[src/rtl/mem_arb_pkg.sv]
// Shared types and default sizes for the unified memory port arbiter.
// Holds the arbiter FSM state encoding and the default width constants.
package mem_arb_pkg;

   typedef enum logic [1:0] {
      IDLE    = 2'd0,
      BUSY_IF = 2'd1,
      BUSY_DM = 2'd2
   } arb_state_t;

   localparam int ARB_ADDR_W       = 32;
   localparam int ARB_DATA_W       = 32;
   localparam int ARB_MAX_DM_BURST = 4;
   localparam int STREAK_W         = 4;

endpackage

[src/rtl/mem_arb_pick.sv]
// Priority rule between fetch and data ports for the memory arbiter.
// Ports: if_req, if_cancel, dm_req, dm_streak, max in; grant_if, grant_dm out.
module mem_arb_pick
   import mem_arb_pkg::*;
(
   input  logic                if_req,
   input  logic                if_cancel,
   input  logic                dm_req,
   input  logic [STREAK_W-1:0] dm_streak,
   input  logic [STREAK_W-1:0] max,
   output logic                grant_if,
   output logic                grant_dm
);

   logic starving;

   // Data wins unless a waiting fetch has already been passed over
   // max times in a row.
   assign starving = if_req & (dm_streak == max);
   assign grant_dm = dm_req & ~starving;
   assign grant_if = ~grant_dm & if_req & ~if_cancel;

endmodule

[src/rtl/mem_port_arbiter.sv]
// Shares one req/ack memory between the fetch port and the load/store port.
// Ports: clk, rst; if_* fetch port; dm_* data port; mem_* memory side;
// conflict_cycles counts cycles where both ports request but one must wait.
module mem_port_arbiter
   import mem_arb_pkg::*;
#(
   parameter int ADDR_W       = ARB_ADDR_W,
   parameter int DATA_W       = ARB_DATA_W,
   parameter int MAX_DM_BURST = ARB_MAX_DM_BURST
) (
   input  logic              clk,
   input  logic              rst,
   input  logic              if_req,
   input  logic [ADDR_W-1:0] if_addr,
   input  logic              if_cancel,
   output logic              if_ready,
   output logic [DATA_W-1:0] if_rdata,
   input  logic              dm_req,
   input  logic              dm_we,
   input  logic [ADDR_W-1:0] dm_addr,
   input  logic [DATA_W-1:0] dm_wdata,
   output logic              dm_ready,
   output logic [DATA_W-1:0] dm_rdata,
   output logic              mem_req,
   output logic              mem_we,
   output logic [ADDR_W-1:0] mem_addr,
   output logic [DATA_W-1:0] mem_wdata,
   input  logic              mem_ack,
   input  logic [DATA_W-1:0] mem_rdata,
   output logic [31:0]       conflict_cycles
);

   localparam logic [STREAK_W-1:0] MAX_S = STREAK_W'(MAX_DM_BURST);

   arb_state_t          state;
   logic                cancelled;
   logic [STREAK_W-1:0] dm_streak;
   logic                pick_if;
   logic                pick_dm;
   logic                grant_if;
   logic                grant_dm;
   logic                both_req;

   mem_arb_pick u_pick (
      .if_req    (if_req),
      .if_cancel (if_cancel),
      .dm_req    (dm_req),
      .dm_streak (dm_streak),
      .max       (MAX_S),
      .grant_if  (pick_if),
      .grant_dm  (pick_dm)
   );

   assign grant_if = pick_if & (state == IDLE);
   assign grant_dm = pick_dm & (state == IDLE);

   // A flush either before or coincident with the ack kills the fetch.
   assign if_ready = mem_ack & (state == BUSY_IF)
                   & ~cancelled & ~if_cancel;
   assign dm_ready = mem_ack & (state == BUSY_DM);
   assign if_rdata = mem_rdata;
   assign dm_rdata = mem_rdata;

   always_ff @(posedge clk or posedge rst) begin
      if (rst) begin
         state     <= IDLE;
         mem_req   <= 1'b0;
         mem_we    <= 1'b0;
         mem_addr  <= '0;
         mem_wdata <= '0;
         cancelled <= 1'b0;
      end else begin
         unique case (state)
            IDLE: begin
               // mem_ack is ignored here, which also drops any
               // response left over from before a reset.
               cancelled <= 1'b0;
               if (grant_dm) begin
                  state     <= BUSY_DM;
                  mem_req   <= 1'b1;
                  mem_we    <= dm_we;
                  mem_addr  <= dm_addr;
                  mem_wdata <= dm_wdata;
               end else if (grant_if) begin
                  state     <= BUSY_IF;
                  mem_req   <= 1'b1;
                  mem_we    <= 1'b0;
                  mem_addr  <= if_addr;
                  mem_wdata <= '0;
               end
            end
            BUSY_IF: begin
               if (mem_ack) begin
                  state     <= IDLE;
                  mem_req   <= 1'b0;
                  cancelled <= 1'b0;
               end else if (if_cancel) begin
                  cancelled <= 1'b1;
               end
            end
            BUSY_DM: begin
               if (mem_ack) begin
                  state   <= IDLE;
                  mem_req <= 1'b0;
                  mem_we  <= 1'b0;
               end
            end
            default: begin
               state   <= IDLE;
               mem_req <= 1'b0;
               mem_we  <= 1'b0;
            end
         endcase
      end
   end

   // Consecutive data grants seen by a waiting fetch.
   always_ff @(posedge clk or posedge rst) begin
      if (rst) begin
         dm_streak <= '0;
      end else if (!if_req || grant_if) begin
         dm_streak <= '0;
      end else if (grant_dm && dm_streak != MAX_S) begin
         dm_streak <= dm_streak + 1'b1;
      end
   end

   // With both requesting, one port is always waiting: either both
   // sit in IDLE behind the grant, or one waits on the other's access.
   assign both_req = if_req & dm_req
                   & ((state == IDLE) | (state == BUSY_IF)
                      | (state == BUSY_DM));

   always_ff @(posedge clk or posedge rst) begin
      if (rst) begin
         conflict_cycles <= '0;
      end else if (both_req) begin
         conflict_cycles <= conflict_cycles + 32'd1;
      end
   end

endmodule

[config.mk]
export PLATFORM = sky130hd
export DESIGN_NAME = mem_port_arbiter
export DESIGN_NICKNAME = d
export VERILOG_FILES = /design/src/rtl/mem_arb_pkg.sv /design/src/rtl/mem_arb_pick.sv /design/src/rtl/mem_port_arbiter.sv
export SDC_FILE = /design/constraint.sdc
export NUM_CORES = 1
export LEC_CHECK = 0
export BUFFER_PORTS_ARGS = -buffer_cell sky130_fd_sc_hd__clkbuf_2
export CAP_MARGIN = 15
export CORE_AREA = 2 2 117 119
export DETAILED_ROUTE_END_ITERATION = 8
export DIE_AREA = 0 0 119 121
export PLACE_DENSITY = 0.77
export SLEW_MARGIN = 20
export SYNTH_ARGS = -nofsm -noshare
export SYNTH_HDL_FRONTEND = slang
export SYNTH_HIERARCHICAL = 1
export SYNTH_SLANG_ARGS = --single-unit
[constraint.sdc]
create_clock -name clk -period 4.85 [get_ports clk]
set_clock_uncertainty 0.1 [all_clocks]
set_input_delay 0.2425 -clock clk [delete_from_list [all_inputs] [get_ports clk]]
set_output_delay 0.2425 -clock clk [all_outputs]
set_load 0.005 [all_outputs]
==> run summary <==
After the first detailed-routing iteration, the DRC count stood at 202. The run gives 9160 microns as the final HPWL from detailed placement. For this design, the sink count on the clock tree is 105. Input and output buffers added on the ports amount to 202. After detailed routing, the number of vias per cell comes to 4.84. The initial antenna violation count came out at 1. In this run the worst setup path terminates at mem_addr[14]$_DFFE_PP0P_. The H-tree was split into 3 levels. The run gives 0.00639 sq mm as the post-route standard cell area excluding fillers. The number of optimization iterations in the first detailed-route pass was 4; the area of the mapped netlist was 0.00516 sq mm. Counting cells, the worst reg-to-reg path comes to 6. In this run the static leakage power is 0.00346 uW. Final weighted congestion of routability-driven global placement: 0.789.

Fill cells in the final layout number 1175. The critical path's largest stage delay works out to 780 ps. VDD sags by at most 0.290 mV. The tools report the launching point of the worst reg2reg path as dm_streak[0]$_DFFE_PP0P_. Setup repair after global routing left no endpoint under its margin.

The number of cells after detailed placement is 772, and the count of final hold-check violations is 0. The tools report the kind of end point of the critical path as a flop. Synthesis produced a netlist whose cell count is 470. Area of the die: 0.0144 sq mm. The post-cts sizing count was 0.

Routed wirelength normalized by instance count: 15.6 microns. Leaving out fill and tap cells, the most frequent cell in the layout is sky130_fd_sc_hd__clkbuf_2. Synthesis instantiated 41 different standard cells from the library. The count of nets left with antenna violations once routing finished came out at 0. TritonCTS created 9 clock buffers. The critical path is of the flop to flop type. The run gives 0.175 as the total global-route track usage. The y dimension of the die works out to 121 microns. TritonCTS built the clock tree. Post-placement cell area: 0.00589 sq mm. The detailed-route via count is 3912, and the power density normalized to cell area is 497 mW/mm^2. The standard cell with the maximum stage delay on the critical path is sky130_fd_sc_hd__nand2_2. The share of cell area taken by muxes after synthesis was 0.0623.

The tools report the count of standard-cell rows as 42. The Yosys step of the flow raised 6 warnings. The clock slew seen by the registers of the worst setup and hold paths came out at 90 ps. After synthesis, the largest family of logic cells by area is simple AND/OR/NAND/NOR gates. The sequential cell area fraction in the yosys report was 0.509; the synthesis-to-layout area growth was 23.8%. The reg-to-reg critical path endpoint was mem_addr[14]$_DFFE_PP0P_. The total negative setup slack was 0 ps.

Data arrives at the worst endpoint at 2950 ps. The fraction of layout instances using a drive strength above 1 is 0.376, and the post-CTS setup repair buffer count is 0. After floorplanning, the core was sized to cover 0.0131 sq mm. Type of element launching the critical path: a flop. The most critical setup path has its startpoint at dm_streak[0]$_DFFE_PP0P_. Registers take 0.00263 sq mm. The tightest slew margin relative to the limit is 0.328, and the highest clock frequency the design can meet is 351 MHz.

The compound-gate portion of the synthesized area was 0.103; the basic-gate share of the synthesized area counting and, or, nand and nor cells was 0.126. Summed over all layers, the global routing overflow is 0. The x dimension of the die was 119 microns; the initial standard-cell utilization of the core was 0.395. The top cell types in the final layout, fill and taps aside, are 202 x sky130_fd_sc_hd__clkbuf_2, 105 x sky130_fd_sc_hd__dfrtp_1, 46 x sky130_fd_sc_hd__nand2_1, 34 x sky130_fd_sc_hd__o21ai_0, 34 x sky130_fd_sc_hd__a22o_1. At the end of the flow, the number of nets in the layout was 768. Number of flops mapped to enable cells by yosys: 0. Entering global routing, the biggest net connects 59 pins. The maximum number of buffers from clock root to sink was 2; the number of ports placed on the die boundary was 299.

The adder and majority gate portion of the synthesized area was 0.0170. In the final layout, the multi-input gates occupy 0.00195 sq mm. The later pin in the worst-skew pair is clocked with a latency of 350 ps. In this run, synthesis produced a sequential element count of 105. The post-synthesis share of cell area spent on xor and xnor gates was 0.0645; the final-report setup violation count was 0.

The tools report the number of standard cells in the final layout excluding fillers as 808. A synthesized cell averages 11.0 sq um. The run gives 12600 microns as the total routed wirelength. In this run the register-to-register setup slack is 2000 ps. In this run the worst path has a maximum fanout of 31. The path category of the worst min-delay check was input port to flop. Fraction of the cycle the final worst path needs: 0.587. Counting I/O delays and the setup requirement, the final critical path takes 2850 ps.

The async set-or-reset flop fraction in the synthesized netlist was 1.00. The first global-routing pass estimated 20000 microns of wire. The flow ran to the end, and the final reports show no timing, DRC or antenna violations.

The run gives 3918 as the number of global-route vias before repair. The number of max-slew violations in the final report came out at 0. Traced cell by cell, the critical path runs through xor2_1 -> nor4_2 -> a21oi_1 -> nand2_2 -> mux2i_1 -> o21ai_0. For the reported max-cap violation count, the log shows 0.

At the pin with the least slew margin, the transition time is 1000 ps. In the synthesized netlist the dominant register cell turns out to be sky130_fd_sc_hd__dfrtp_1. STA puts the critical path data required time at 4950 ps. The cell sitting at the root of the clock tree is a sky130_fd_sc_hd__clkbuf_16. The tools report the remaining design rule violation count as 0.
[cells by family (layout without fill, tap and decap cells)]
group,after synthesis,count (layout)
xor gates and xnor gates,38,38
other,2,5
DFF,105,105
and+or+nand+nor,114,114
AOI/OAI and AO/OA,78,78
buffers and inverters,94,253
muxes,32,32
adders and majority gates,7,7
[worst max-delay path, delay by kind of cell, from the launching register on]
family,cells,cell delay (ps)
and+or+nand+nor,2,860
muxes,1,350
AOI/OAI and AO/OA,2,750
DFF,1,420
xor gates and xnor gates,1,200
[per-stage QoR]
stage	setup WS (ps)	power (uW)	hold WS (ps)	util
after floorplan	1750	1970	275	-
after global placement	2230	2400	268	0.450
after detailed placement	2070	2450	286	0.450
after CTS	2040	3220	1.78	0.488
after global routing	1670	3410	2.12	0.489
final	2000	3180	14.1	0.489
[layer usage]
layer	global-route usage	wire, microns
met3	0.0616	980
met5	0	0
met4	0.0632	238
met1	0.213	5150
met2	0.288	6230
[cell usage after synthesis (2+ instances only)]
| cell | instances | area [sq um] |
|---|---|---|
| sky130_fd_sc_hd__dfrtp_1 | 105 | 2630 |
| sky130_fd_sc_hd__buf_4 | 64 | 480 |
| sky130_fd_sc_hd__nand2_1 | 47 | 176 |
| sky130_fd_sc_hd__a22o_1 | 34 | 298 |
| sky130_fd_sc_hd__o21ai_0 | 34 | 170 |
| sky130_fd_sc_hd__mux2i_1 | 31 | 310 |
| sky130_fd_sc_hd__xnor2_1 | 25 | 219 |
| sky130_fd_sc_hd__nor2_1 | 14 | 52.6 |
| sky130_fd_sc_hd__xor2_1 | 13 | 114 |
| sky130_fd_sc_hd__inv_1 | 12 | 45.0 |
| sky130_fd_sc_hd__nand4_1 | 12 | 75.1 |
| sky130_fd_sc_hd__buf_2 | 10 | 50.1 |
| sky130_fd_sc_hd__nand3_1 | 10 | 50.1 |
| sky130_fd_sc_hd__and3_1 | 8 | 50.1 |
| sky130_fd_sc_hd__clkbuf_1 | 7 | 26.3 |
| sky130_fd_sc_hd__ha_1 | 7 | 87.6 |
| sky130_fd_sc_hd__a21oi_1 | 5 | 25.0 |
| sky130_fd_sc_hd__nor3_1 | 3 | 15.0 |
| sky130_fd_sc_hd__nor4_4 | 3 | 63.8 |
| sky130_fd_sc_hd__and2_1 | 2 | 12.5 |
| sky130_fd_sc_hd__and4_1 | 2 | 17.5 |
| sky130_fd_sc_hd__conb_1 | 2 | 7.51 |
| sky130_fd_sc_hd__nand4_2 | 2 | 25.0 |
[area by class of cell]
type,count,area share
clock inverter,7,0.0139
sequential,105,0.411
multi-input combinational,273,0.305
antenna,1,0.000391
inverter,12,0.00744
tap,176,0.0344
timing repair buffer,225,0.193
clock buffer,9,0.0352
[repair_timing]
action                                 4_1_cts  5_1_grt
hold buffers                                19        0
setup endpoints to repair                    0        0
endpoints found under the hold margin       69        0
[report_power, final]
part           switching (uW)  internal [uW]  total (uW)  leakage [uW]
sequential                204           1170        1370       0.00135
clock                     369            372         741      0.000152
combinational             548            511        1060       0.00197
total                    1120           2050        3180       0.00346
[how the worst min path moves through the flow]
stage / from / end / slack [ps] / depth (start not counted)
2_1_floorplan: dm_wdata[0] / mem_wdata[0]$_DFFE_PP0P_ / 280 / 1
3_3_place_gp: rst / mem_addr[14]$_DFFE_PP0P_ / 270 / 2
3_5_place_dp: rst / mem_addr[18]$_DFFE_PP0P_ / 290 / 2
4_1_cts: dm_wdata[4] / mem_wdata[4]$_DFFE_PP0P_ / 2 / 2
5_1_grt: dm_wdata[28] / mem_wdata[28]$_DFFE_PP0P_ / 2 / 2
6_report: dm_wdata[22] / mem_wdata[22]$_DFFE_PP0P_ / 10 / 2
[state kept, by name, summed over array words and instances, names as in the netlist]
| signal | count |
|---|---|
| conflict_cycles | 32 |
| mem_addr | 32 |
| mem_wdata | 32 |
| dm_streak | 4 |
| state | 2 |
| cancelled | 1 |
| mem_req | 1 |
| mem_we | 1 |
Power figures use the tool's default switching activity.
